File: src/rtl/bin2bcd_seq.sv
// -----------------------------------------------------------------------------
// bin2bcd_seq
//   Sequential binary-to-BCD converter built on the double-dabble (shift and
//   add-3) algorithm. A request is accepted in IDLE. Each CONV cycle then
//   performs one step, and the DONE cycle presents the result with a one-cycle
//   dout_vld pulse. A conversion takes W+2 cycles from acceptance back to the
//   next acceptance.
//
// Parameters
//   W           binary input width (1..16)
//   D           number of BCD output digits; 10^D must exceed 2^W-1
//
// Ports
//   clk         rising-edge clock
//   rst         asynchronous active-high reset
//   din         unsigned binary value to convert
//   din_vld     request; din is taken when din_vld=1 and rdy=1
//   rdy         high in IDLE only
//   dout        packed BCD result, digit k in bits [4k+3:4k]
//   dout_vld    one-cycle pulse marking a new dout
//   dout_blank  bit k set when digit k is a leading zero (bit 0 always 0)
//   drop        one-cycle pulse: a request arrived while busy and was ignored
// -----------------------------------------------------------------------------
module bin2bcd_seq #(
    parameter int W = 8,
    parameter int D = 3
) (
    input  logic             clk,
    input  logic             rst,
    input  logic [W-1:0]     din,
    input  logic             din_vld,
    output logic             rdy,
    output logic [4*D-1:0]   dout,
    output logic             dout_vld,
    output logic [D-1:0]     dout_blank,
    output logic             drop
);

    localparam int CW = (W > 1) ? $clog2(W) : 1;
    // The shift register holds the BCD accumulator above the binary operand.
    localparam int SW = 4 * D + W;
    localparam logic [D-1:0] BLANK_RST = {D{1'b1}} << 1;

    // True when D decimal digits can represent every W-bit value.
    function automatic bit range_ok();
        longint unsigned max_val;
        longint unsigned pow10;
        max_val = (64'd1 << W) - 64'd1;
        pow10   = 64'd1;
        for (int i = 0; i < D; i++) begin
            // Saturate once the bound is met so large D cannot overflow.
            if (pow10 <= max_val) pow10 = pow10 * 64'd10;
        end
        return (W >= 1) && (W <= 16) && (pow10 > max_val);
    endfunction

    localparam bit RANGE_OK = range_ok();

    generate
        if (!RANGE_OK) begin : g_bad_params
            $fatal(1, "bin2bcd_seq: W must be 1..16 and 10^D must exceed 2^W-1");
        end
    endgenerate

    typedef enum logic [1:0] {
        IDLE,
        CONV,
        DONE
    } state_t;

    state_t          state;
    state_t          state_nxt;
    logic [SW-1:0]   sr;
    logic [SW-1:0]   adj;
    logic [SW-1:0]   step;
    logic [CW-1:0]   cnt;
    logic [D-1:0]    blank_nxt;
    logic            accept;
    logic            last_step;

    assign rdy       = (state == IDLE);
    assign dout_vld  = (state == DONE);
    assign accept    = rdy && din_vld;
    assign last_step = (state == CONV) && (cnt == '0);

    // -------------------------------------------------------------------------
    // State register
    // -------------------------------------------------------------------------
    // NOTE: sequential state is written with non-blocking assignments only, so
    // every register samples the pre-edge values of the others.
    always_ff @(posedge clk or posedge rst) begin
        if (rst) state <= IDLE;
        else     state <= state_nxt;
    end

    // -------------------------------------------------------------------------
    // Next-state logic
    // -------------------------------------------------------------------------
    // NOTE: every signal driven here gets a default first, so no path can leave
    // it unassigned and infer a latch.
    always_comb begin
        state_nxt = state;
        unique case (state)
            IDLE: if (din_vld) state_nxt = CONV;
            CONV: if (cnt == '0) state_nxt = DONE;
            DONE: state_nxt = IDLE;
            default: state_nxt = IDLE;
        endcase
    end

    // -------------------------------------------------------------------------
    // One double-dabble step: add 3 to each digit >= 5, then shift left.
    // A digit >= 5 becomes at most 12 after the add, so 4 bits suffice, and
    // after the shift every digit is back in 0..9.
    // -------------------------------------------------------------------------
    always_comb begin
        adj = sr;
        for (int k = 0; k < D; k++) begin
            if (sr[W+4*k +: 4] >= 4'd5) adj[W+4*k +: 4] = sr[W+4*k +: 4] + 4'd3;
        end
        step = {adj[SW-2:0], 1'b0};
    end

    // Leading-zero mask of the final result: digit k is blank when it and
    // every digit above it are zero. The units digit is never blanked.
    always_comb begin
        logic all_zero;
        blank_nxt = '0;
        all_zero  = 1'b1;
        for (int k = D - 1; k >= 1; k--) begin
            all_zero     = all_zero && (step[W+4*k +: 4] == 4'd0);
            blank_nxt[k] = all_zero;
        end
    end

    // -------------------------------------------------------------------------
    // Datapath and output registers
    // -------------------------------------------------------------------------
    always_ff @(posedge clk or posedge rst) begin
        if (rst) begin
            sr         <= '0;
            cnt        <= '0;
            dout       <= '0;
            dout_blank <= BLANK_RST;
            drop       <= 1'b0;
        end else begin
            // A request while busy is discarded and reported one cycle later.
            drop <= din_vld && !rdy;

            if (accept) begin
                sr  <= SW'(din);
                cnt <= CW'(W - 1);
            end else if (state == CONV) begin
                sr  <= step;
                cnt <= cnt - CW'(1);
            end

            // Outputs change only on the final step, so they hold through CONV.
            if (last_step) begin
                dout       <= step[SW-1:W];
                dout_blank <= blank_nxt;
            end
        end
    end

endmodule
File: config.mk
export PLATFORM = sky130hd
export DESIGN_NAME = bin2bcd_seq
export DESIGN_NICKNAME = d
export VERILOG_FILES = /design/src/rtl/bin2bcd_seq.sv
export SDC_FILE = /design/constraint.sdc
export NUM_CORES = 1
export LEC_CHECK = 0
export ABC_AREA = 1
export CAP_MARGIN = 5
export CORE_ASPECT_RATIO = 0.7
export CORE_MARGIN = 2
export CORE_UTILIZATION = 34
export DETAILED_ROUTE_END_ITERATION = 8
export GPL_ROUTABILITY_DRIVEN = 1
export PLACE_DENSITY_LB_ADDON = 0.15
export SYNTH_ARGS = -nofsm -noshare
export SYNTH_HDL_FRONTEND = slang
export SYNTH_SLANG_ARGS = --single-unit
File: constraint.sdc
create_clock -name clk -period 2.5 [get_ports clk]
set_input_delay 0.5 -clock clk [delete_from_list [all_inputs] [get_ports clk]]
set_output_delay 0.5 -clock clk [all_outputs]
set_load 0.005 [all_outputs]
== Word level (Yosys, flattened, before mapping) ==
Cells that the tools add are included.

* Bitwise operators: 0
* Shifts and indexed selects: 0
* Divide/modulo/power cells: 0
* Multiply operators: 0
* Equal/unequal tests: 4
* $lt $le $gt $ge: 3
* Multiplexer cells: 10
* Reduce and logical (&&, ||, !) cells: 11
* Add/subtract/negate cells: 4

{| class="wikitable"
|+ Operators by type and width
! kind !! count
|-
| 20-bit 2-to-1 mux || 2
|-
| 4-bit by 3-bit >= comparator with 1-bit output (second input constant) || 3
|-
| 3-bit 2-to-1 mux || 3
|-
| 4-bit by 2-bit adder with 4-bit output (second input constant) || 2
|-
| 4-bit logical NOT || 2
|-
| 4-bit 2-to-1 mux || 2
|-
| 1-bit logical AND || 4
|-
| 2-bit 2-to-1 mux || 2
|-
| 2-bit inequality test (second input constant) || 2
|-
| 2-bit one-hot mux with 2 select lines || 1
|-
| 3-bit by 2-bit adder with 3-bit output (second input constant) || 1
|-
| 3-bit logical NOT || 1
|-
| 3-bit by 1-bit subtractor with 3-bit output (second input constant) || 1
|-
| 2-bit by 1-bit equality test with 1-bit output (second input constant) || 1
|-
| 2-bit equality test (second input constant) || 1
|-
| 2-bit logical NOT || 1
|-
| 2-bit AND reduction || 1
|-
| 2-bit nonzero test || 1
|-
| 1-bit logical NOT || 1
|}

* Register bits: 40
* Latch bits: 0
* Bits in read-only memories: 0
* Memories kept: 0
* RAM bits: 0
* Bits of input ports: 11
* Word-level logic and storage cells: 38
* Output and inout port bits: 18

== Logic depth before layout (Yosys ltp) ==
Gate-level depths: netlist of run 1.

* Depth after elaboration: 4
* Mapped depth: 12
* Gate-level depth less buffers: 12

== Least setup slack after synthesis of run 1 ==
Ideal clock, no wire load.

* Path kind: reg2reg
* Start: register sr[16]
* End: register dout_blank[1]
* Setup slack: 1201 ps
* Required time: 2440 ps
* Stages on the path, launching flop included: 11
* Arrival: 1239 ps
* Setup time: 60 ps
* Clock period less this slack: 1299 ps
* Path buffers: 0
* Cells stage by stage: dfrtp_1 > inv_1 > ha_1 > inv_1 > nand2_1 > nand3_1 > o21ai_1 > inv_1 > nor2_1 > nand2_1 > nand2_1

* Cells in the longest elaborated chain, start to end: 4
* Elaborated cells between the ends (all ways): 5
* Classes of those cells: add/sub: 1; order compare: 1; mux: 1; reduce/logical: 2

{| class="wikitable"
|+ Ends and longest elaborated chain
! item !! RTL line !! text
|-
| start, declared || 73 || <nowiki>logic [SW-1:0] sr;</nowiki>
|-
| start signal, assigned || 151 || <nowiki>sr <= SW'(din);</nowiki>
|-
| start signal, assigned || 154 || <nowiki>sr <= step;</nowiki>
|-
| 4-bit by 3-bit >= comparator with 1-bit output or 3-bit by 2-bit adder with 3-bit output (tied branches) || 119 || <nowiki>if (sr[W+4*k +: 4] >= 4'd5) adj[W+4*k +: 4] = sr[W+4*k +: 4] + 4'd3;</nowiki>
|-
| 3-bit 2-to-1 mux (*) || 119 ||
|-
| 4-bit logical NOT (*) || 131 || <nowiki>all_zero = all_zero && (step[W+4*k +: 4] == 4'd0);</nowiki>
|-
| 1-bit logical AND (*) || 131 ||
|-
| end signal, assigned || 161 || <nowiki>dout_blank <= blank_nxt;</nowiki>
|-
| end, declared || 35 || <nowiki>output logic [D-1:0] dout_blank,</nowiki>
|}

Mark *: on every way between the ends. The rest lies on a longest branch, timed or not.
A chain may end at the register's enable or synchronous reset.

== Final worst setup path of run 1 ==
* Start: register state[0]
* End: output rdy

* Cells in the longest elaborated chain, start to end: 1

{| class="wikitable"
|+ Ends and longest elaborated chain
! item !! RTL line !! text
|-
| start, declared || 71 || <nowiki>state_t state;</nowiki>
|-
| start signal, assigned || 93 || <nowiki>else state <= state_nxt;</nowiki>
|-
| 2-bit logical NOT || 81 || <nowiki>assign rdy = (state == IDLE);</nowiki>
|-
| end, declared || 32 || <nowiki>output logic rdy,</nowiki>
|}

No other way between the ends.

==> results of run 1 <==
[registers in the layout (all words and copies together), names as in the netlist]
| name | cells |
|---|---|
| cnt | 3 |
| sr | 20 |
| state | 2 |
| dout | 12 |
| drop | 1 |
| dout_blank | 2 |
[synth_stat cells, drive strengths merged]
master / n
xor2: 1
o221ai: 1
a22oi: 1
inv: 28
ha: 8
nor2: 10
o21ai: 20
nand3: 15
nand2: 66
o22ai: 11
a31oi: 1
a22o: 1
dfstp: 2
o211ai: 1
dfrtp: 38
conb: 1
nand4: 2
and2: 1
buf: 6
[per-stage QoR]
| step | instance area [um2] | worst slack (ns) |
|---|---|---|
| 2_1_floorplan | 1880 | 1.09 |
| 3_3_place_gp | 2210 | 0.805 |
| 3_5_place_dp | 2210 | 0.783 |
| 4_1_cts | 2320 | 0.556 |
| 5_1_grt | 2320 | 0.495 |
| 6_report | 2320 | 0.568 |
[power by group through the flow]
stage / registers, W / logic [W] / clock network, W
after floorplan: 0.00110 / 0.00100 / 0
after global placement: 0.00111 / 0.00145 / 0
after detailed placement: 0.00112 / 0.00146 / 0
after CTS: 0.00111 / 0.00147 / 0.000550
after global routing: 0.00115 / 0.00169 / 0.000583
final: 0.00111 / 0.00146 / 0.000535
[worst reg2reg max path, cell delays in order (launching register included)]
cell	delay, ns
dfrtp_1	0.37
inv_1	0.11
ha_1	0.23
nand4_4	0.32
nor2_2	0.23
nand3_1	0.10
nor2_1	0.09
nand2_1	0.06
nand2_1	0.06
[worst max path at each step]
stage | endpoint | slack (ns)
after floorplan | cnt[0] | 1.09
final | rdy | 0.57
after global routing | rdy | 0.50
after global placement | sr[0] | 0.80
after detailed placement | sr[0] | 0.78
after CTS | rdy | 0.56
[kinds of logic after synthesis]
group,Yosys count,share of synthesized area [%]
AND/OR/NAND/NOR,94,21.7
adder cells (fa/ha/maj),8,5.32
XOR/XNOR,1,0.465
AO/OA/AOI/OAI,36,11.0
flip-flops,40,53.3
buffers and inverters,34,7.97
other,1,0.199
[layout make-up]
| cell class | instances | area share (%) |
|---|---|---|
| clock buffer | 5 | 2.96 |
| clock inverter | 3 | 1.83 |
| tap | 72 | 3.88 |
| multi-input combinational | 140 | 31.4 |
| timing repair buffer | 29 | 12.3 |
| inverter | 28 | 4.52 |
| sequential | 40 | 43.2 |
[routing by layer]
metal  global-route usage (%)  up-vias  share of wire (%)
li1                         -      750                  -
met1                     19.4      696                 53
met2                     20.8       24                 42
met3                     3.88        5                3.8
met4                     4.96        0                1.1
met5                        0        -                  0
==> summary.txt, run 1 <==
Run status
  • Status: complete, no violations

Routing
  • Drt drc: 0
  • WL final: 3790 um
  • Via count: 1475
  • Vias/cell: 4.65
  • Antenna Violating Nets Remaining: 0
  • DR WL/cell: 11.9 um
  • First drt pass iteration count: 4
  • DRT iter0 DRCs: 120

Clocking
  • CTS sink count: 40
  • H-tree levels: 2
  • Worst-Skew Late Latency: 0.29 ns
  • Reg clk slew, reported paths: 0.08 ns
  • Root Buffer: clkbuf_8
  • Cts hold-fix bufs: 0
  • CTS buffer count: 5
  • CTS tree: yes
  • Clock Tree Buf Depth: 2
  • Post-CTS Resized: 0
  • Setup bufs post-CTS: 0

Pwr
  • Sw frac: 40.5%
  • P per Cell Area: 1330 nW/um2
  • Clk network pwr share: 17.3%
  • VDD IR max: 0.484 mV
  • Pint: 0.00185 W
  • Power share of the combinational group: 47.0%
  • Final total power: 0.00310 W
  • Sequential share of power: 35.7%
  • Sw power: 0.00126 W
  • Lkg Pwr: 1.13 nW

Floorplanning
  • Row cnt: 22
  • Ports: 29
  • Core footprint: 5290 um2
  • Chip width: 93.0 um
  • Starting Density: 35.6%
  • Die height: 66.3 um
  • Die area: 6160 um2

Yosys
  • Synth cell types: 27
  • Most area-consuming cells after synthesis: dfrtp_1 50%, nand2_1 13%, inv_1 5.4%, ha_1 5.3%, o21ai_0 5.0%
  • Post-synth top area share: 50.5%
  • Synthesized netlist cell count: 214
  • Synthesized area: 1880 um2
  • Post-Syn Nets: 233
  • Largest area contributor in the netlist: dfrtp_1
  • Synth Area per Inst: 8.80 um2
  • Synth Register Bits: 40
  • Ys Warns: 0
  • Register area share after synthesis: 53.3%

Cells and area
  • Nets@finish: 263
  • Antenna diode count: 0
  • Final Core Density: 44.0%
  • Layout fillers: 549
  • Most common cell after layout, fill and taps aside: nand2_1
  • Multi-input combinational cell area: 729 um2
  • Most frequent cells in the layout: 64 x nand2_1, 38 x dfrtp_1, 27 x inv_1, 27 x clkdlybuf4s50_1, 19 x o21ai_0
  • Share of layout cells above drive strength 1: 7.35%
  • Storage cell area: 1000 um2
  • Area delta synth->final: 23.5%
  • Non-filler cells, final: 317

Worst setup path
  • Origin of the worst setup path: state[0]
  • Critical Path Source Type: flip-flop
  • Crit-path max cell delay: 0.52 ns
  • Worst r2r src: cnt[0]
  • Reg-to-Reg End: dout_blank[1]
  • Critical path endpoint category: output port
  • R2R cell count: 8
  • Critical path type: flip-flop to output port
  • Critical Path RT: 2.00 ns
  • FF-to-FF setup slack: 0.88 ns
  • Cell count along the critical path: 2
  • CP top delay family: buffers and inverters
  • Crit path DAT: 1.43 ns
  • Slowest stage cell, crit path: clkdlybuf4s50_1
  • Crit path cell chain: nor2_2, clkdlybuf4s50_1
  • Worst Path Buf+Inv: 1
  • Critical Path Fanout Max: 4

GRT
  • First-pass GRT wire length: 6610 um
  • Grt ovf: 0
  • Vias in the first global route: 1386
  • Antenna violations before repair: 0
  • Gr usage total: 14.0%
  • Largest net degree at the start of global routing: 41

STA
  • RSZ-0062 raised after global routing: no
  • Max-slew violations: 0
  • Fmax: 0.518 GHz
  • Final setup TNS: 0 ns
  • Relative slew margins: 66.5%
  • Final Cycle Share: 77.3%
  • WHS: 0.466 ns
  • Worst-margin pin slew: 0.503 ns
  • Final Hold Fails: 0
  • Minimum clock period: 1.93 ns
  • Final setup viols: 0
  • Fin Clk Skew: 0.00328 ns

Placed design
  • Port Buf Inserts: 27
  • Gpl congestion: 0.770
  • DPL Wire Length: 2640 um
  • Dpl cells: 309

Hold path
  • Hold Crit Class: flip-flop to flip-flop
  • HP Start: dout_blank[1]
  • Min-Delay Endpoint: dout_blank[1]
  • Hold Path Cell Cnt: 2

Flow run
  • Max cap viols: 0
(Power assumes the default switching activity.)
==> run 2: changes to the inputs <==
==> constraint.sdc (replaced) <==
create_clock -name clk -period 2 [get_ports clk]
set_input_delay 0.4 -clock clk [delete_from_list [all_inputs] [get_ports clk]]
set_output_delay 0.4 -clock clk [all_outputs]
set_load 0.005 [all_outputs]
==> run 2 against run 1 <==
Against the previous run:
- core utilization hardly changed
- worst hold slack worse by 0.011 ns
- power is 20% higher
- non-clock buffer count is 1 higher
- flip-flop and latch count stayed put
- clock power is 3.9% higher
- first-iteration DRC count is 43% lower
- combinational power is 23% higher
- critical path depth stayed put
- wire length is 2.6% lower
- die area stayed put
- count of clock-buffer cells in the layout is 3 higher
- critical endpoint unchanged
- largest cell class unchanged
- highest routed layer unchanged
==> summary.txt, run 2 (synthesized netlist as in run 1, its figures left out) <==
Floorplanning
  • Die height: 66.3 um (unchanged)
  • Chip width: 93.0 um (unchanged)
  • Starting Density: 35.6% (unchanged)
  • Row cnt: 22 (unchanged)
  • Die area: 6160 um2 (unchanged)
  • Ports: 29 (unchanged)
  • Core footprint: 5290 um2 (unchanged)

Worst setup path
  • Crit path DAT: 1.39 ns (-0.04 ns)
  • Slowest stage cell, crit path: clkdlybuf4s50_1
  • Critical Path RT: 1.60 ns (-0.40 ns)
  • Critical Path Source Type: flip-flop
  • Critical path endpoint category: output port
  • Crit path cell chain: nor2_2, clkdlybuf4s50_1
  • CP top delay family: buffers and inverters
  • Critical path type: flip-flop to output port
  • Crit-path max cell delay: 0.52 ns (about the same)
  • Worst Path Buf+Inv: 1 (unchanged)
  • Critical Path Fanout Max: 4 (unchanged)

Pwr
  • Pint: 0.00223 W (+21%)
  • P per Cell Area: 1610 nW/um2 (+21%)
  • Power share of the combinational group: 48.3% (+1.3 points)
  • VDD IR max: 0.432 mV (-11%)
  • Lkg Pwr: 1.13 nW (about the same)
  • Sw frac: 40.4% (-0.12 points)
  • Sw power: 0.00151 W (+20%)
  • Sequential share of power: 36.9% (+1.2 points)
  • Clk network pwr share: 14.9% (-2.4 points)

Routing
  • DR WL/cell: 11.6 um (-2.9%)
  • DRT iter0 DRCs: 69 (-43%)
  • Drt drc: 0 (unchanged)
  • Antenna Violating Nets Remaining: 0 (unchanged)
  • Vias/cell: 4.59 (-1.3%)
  • Via count: 1460 (-1.0%)
  • WL final: 3690 um (-2.6%)
  • First drt pass iteration count: 4 (unchanged)

STA
  • Final setup TNS: 0 ns (unchanged)
  • WHS: 0.455 ns (-0.0106 ns)
  • Minimum clock period: 1.79 ns
  • Max-slew violations: 0 (unchanged)
  • Final Hold Fails: 0 (unchanged)
  • Fmax: 0.558 GHz
  • PnR worst setup slack: 0.208 ns (-0.360 ns)
  • Fin Clk Skew: 0.00428 ns (+0.00100 ns)
  • Final Cycle Share: 89.6%
  • RSZ-0062 raised after global routing: no
  • Final setup viols: 0 (unchanged)

Clocking
  • CTS tree: yes
  • Worst-Skew Late Latency: 0.29 ns (about the same)
  • Clock Tree Buf Depth: 2 (unchanged)
  • CTS buffer count: 5 (unchanged)
  • Reg clk slew, reported paths: 0.08 ns (about the same)
  • Post-CTS Resized: 0 (unchanged)
  • Root Buffer: clkbuf_8
  • CTS sink count: 40 (unchanged)
  • H-tree levels: 2 (unchanged)
  • Cts hold-fix bufs: 0 (unchanged)
  • Setup bufs post-CTS: 0 (unchanged)

Placed design
  • Port Buf Inserts: 27 (unchanged)
  • Dpl cells: 310 (+0.32%)
  • DPL Wire Length: 2510 um (-4.9%)
  • Place WS: 0.372 ns (-0.411 ns)
  • Gpl congestion: 0.714 (-7.4%)

Cells and area
  • Share of layout cells above drive strength 1: 6.91% (-0.44 points)
  • Biggest register: sr
  • Area delta synth->final: 23.4% (about the same)
  • Most frequent cells in the layout: 64 x nand2_1, 38 x dfrtp_1, 27 x inv_1, 27 x clkdlybuf4s50_1, 19 x o21ai_0
  • Most common cell after layout, fill and taps aside: nand2_1
  • Storage cell area: 1000 um2 (unchanged)
  • Biggest regs: sr: 20 flops, dout: 12 flops, cnt: 3 flops
  • Max FFs per register: 20 (unchanged)
  • Non-filler cells, final: 318 (+0.32%)
  • Antenna diode count: 0 (unchanged)
  • Nets@finish: 264 (+0.38%)
  • Multi-input combinational cell area: 729 um2 (unchanged)
  • Layout fillers: 542 (-1.3%)

GRT
  • Gr usage total: 13.6% (-0.38 points)
  • Grt ovf: 0 (unchanged)
  • First-pass GRT wire length: 6400 um (-3.1%)
  • Vias in the first global route: 1362 (-1.7%)
  • Antenna violations before repair: 0 (unchanged)
  • Largest net degree at the start of global routing: 41 (unchanged)

Run status
  • Status: complete, no violations

Flow run
  • Max cap viols: 0 (unchanged)

Hold path
  • Hold Crit Class: primary input to asynchronous set/reset pin
## run 2: changes by cell type in the layout (fill, tap and decap cells not counted), sizes merged
cell / before / now
clkinv: 1 / 0
clkbuf: 5 / 8
clkinvlp: 1 / 0
buf: 2 / 3
bufinv: 1 / 0
## run 2: layout make-up
| cell class | instances | area share, % |
|---|---|---|
| flip-flops and latches | 40 | 43.2 |
| multi-input cells | 140 | 31.4 |
| repair buffers | 30 | 13.1 |
| inverters | 28 | 4.52 |
| clock buffers | 8 | 3.88 |
| well taps | 72 | 3.88 |
## run 2: final timing paths
| kind | startpoint | endpoint | slack [ns] | depth (start not counted) |
|---|---|---|---|---|
| worst max-delay path | state[0] | rdy | 0.21 | 2 |
| worst min-delay path | rst | dout[1] | 0.46 | 3 |
| min in group clk | dout_blank[1] | dout_blank[1] | 0.47 | 2 |
| max in group asynchronous | rst | dout_blank[2] | 1.28 | 3 |
| worst min register to register | dout_blank[1] | dout_blank[1] | 0.47 | 2 |
| worst max register to register | sr[16] | dout_blank[1] | 0.48 | 10 |
## run 2: worst reg2reg max path: cells and delay by family, from the launching register on
family	cells	cell delay, ns
AO/OA/AOI/OAI	1	0.24
adder cells (fa/ha/maj)	1	0.19
buffers and inverters	3	0.24
flip-flops	1	0.40
AND/OR/NAND/NOR	5	0.39
## run 2: stage by stage
step                      power, W  util [%]  instance area [um2]
after global placement     0.00319      42.3                 2230
after CTS                  0.00378      44.0                 2320
final                      0.00374      44.0                 2320
after global routing       0.00414      44.0                 2320
after detailed placement   0.00321      42.3                 2230
after floorplan            0.00263         -                 1880
## run 2: layer usage
metal  part of all wire, %  track usage, %  vias up
met2                    43            19.7       20
met3                   3.4            4.22        4
met5                     0               0        -
li1                      -               -      751
met4                   1.2            5.33        0
met1                    52            18.9      685
## run 2: power groups by stage
| stage | combinational [W] | clock (W) | sequential, W |
|---|---|---|---|
| floorplan | 0.00126 | 0 | 0.00137 |
| global placement | 0.00180 | 0 | 0.00139 |
| detailed placement | 0.00182 | 0 | 0.00139 |
| CTS | 0.00183 | 0.000574 | 0.00138 |
| global route | 0.00209 | 0.000624 | 0.00142 |
| finish | 0.00180 | 0.000556 | 0.00138 |
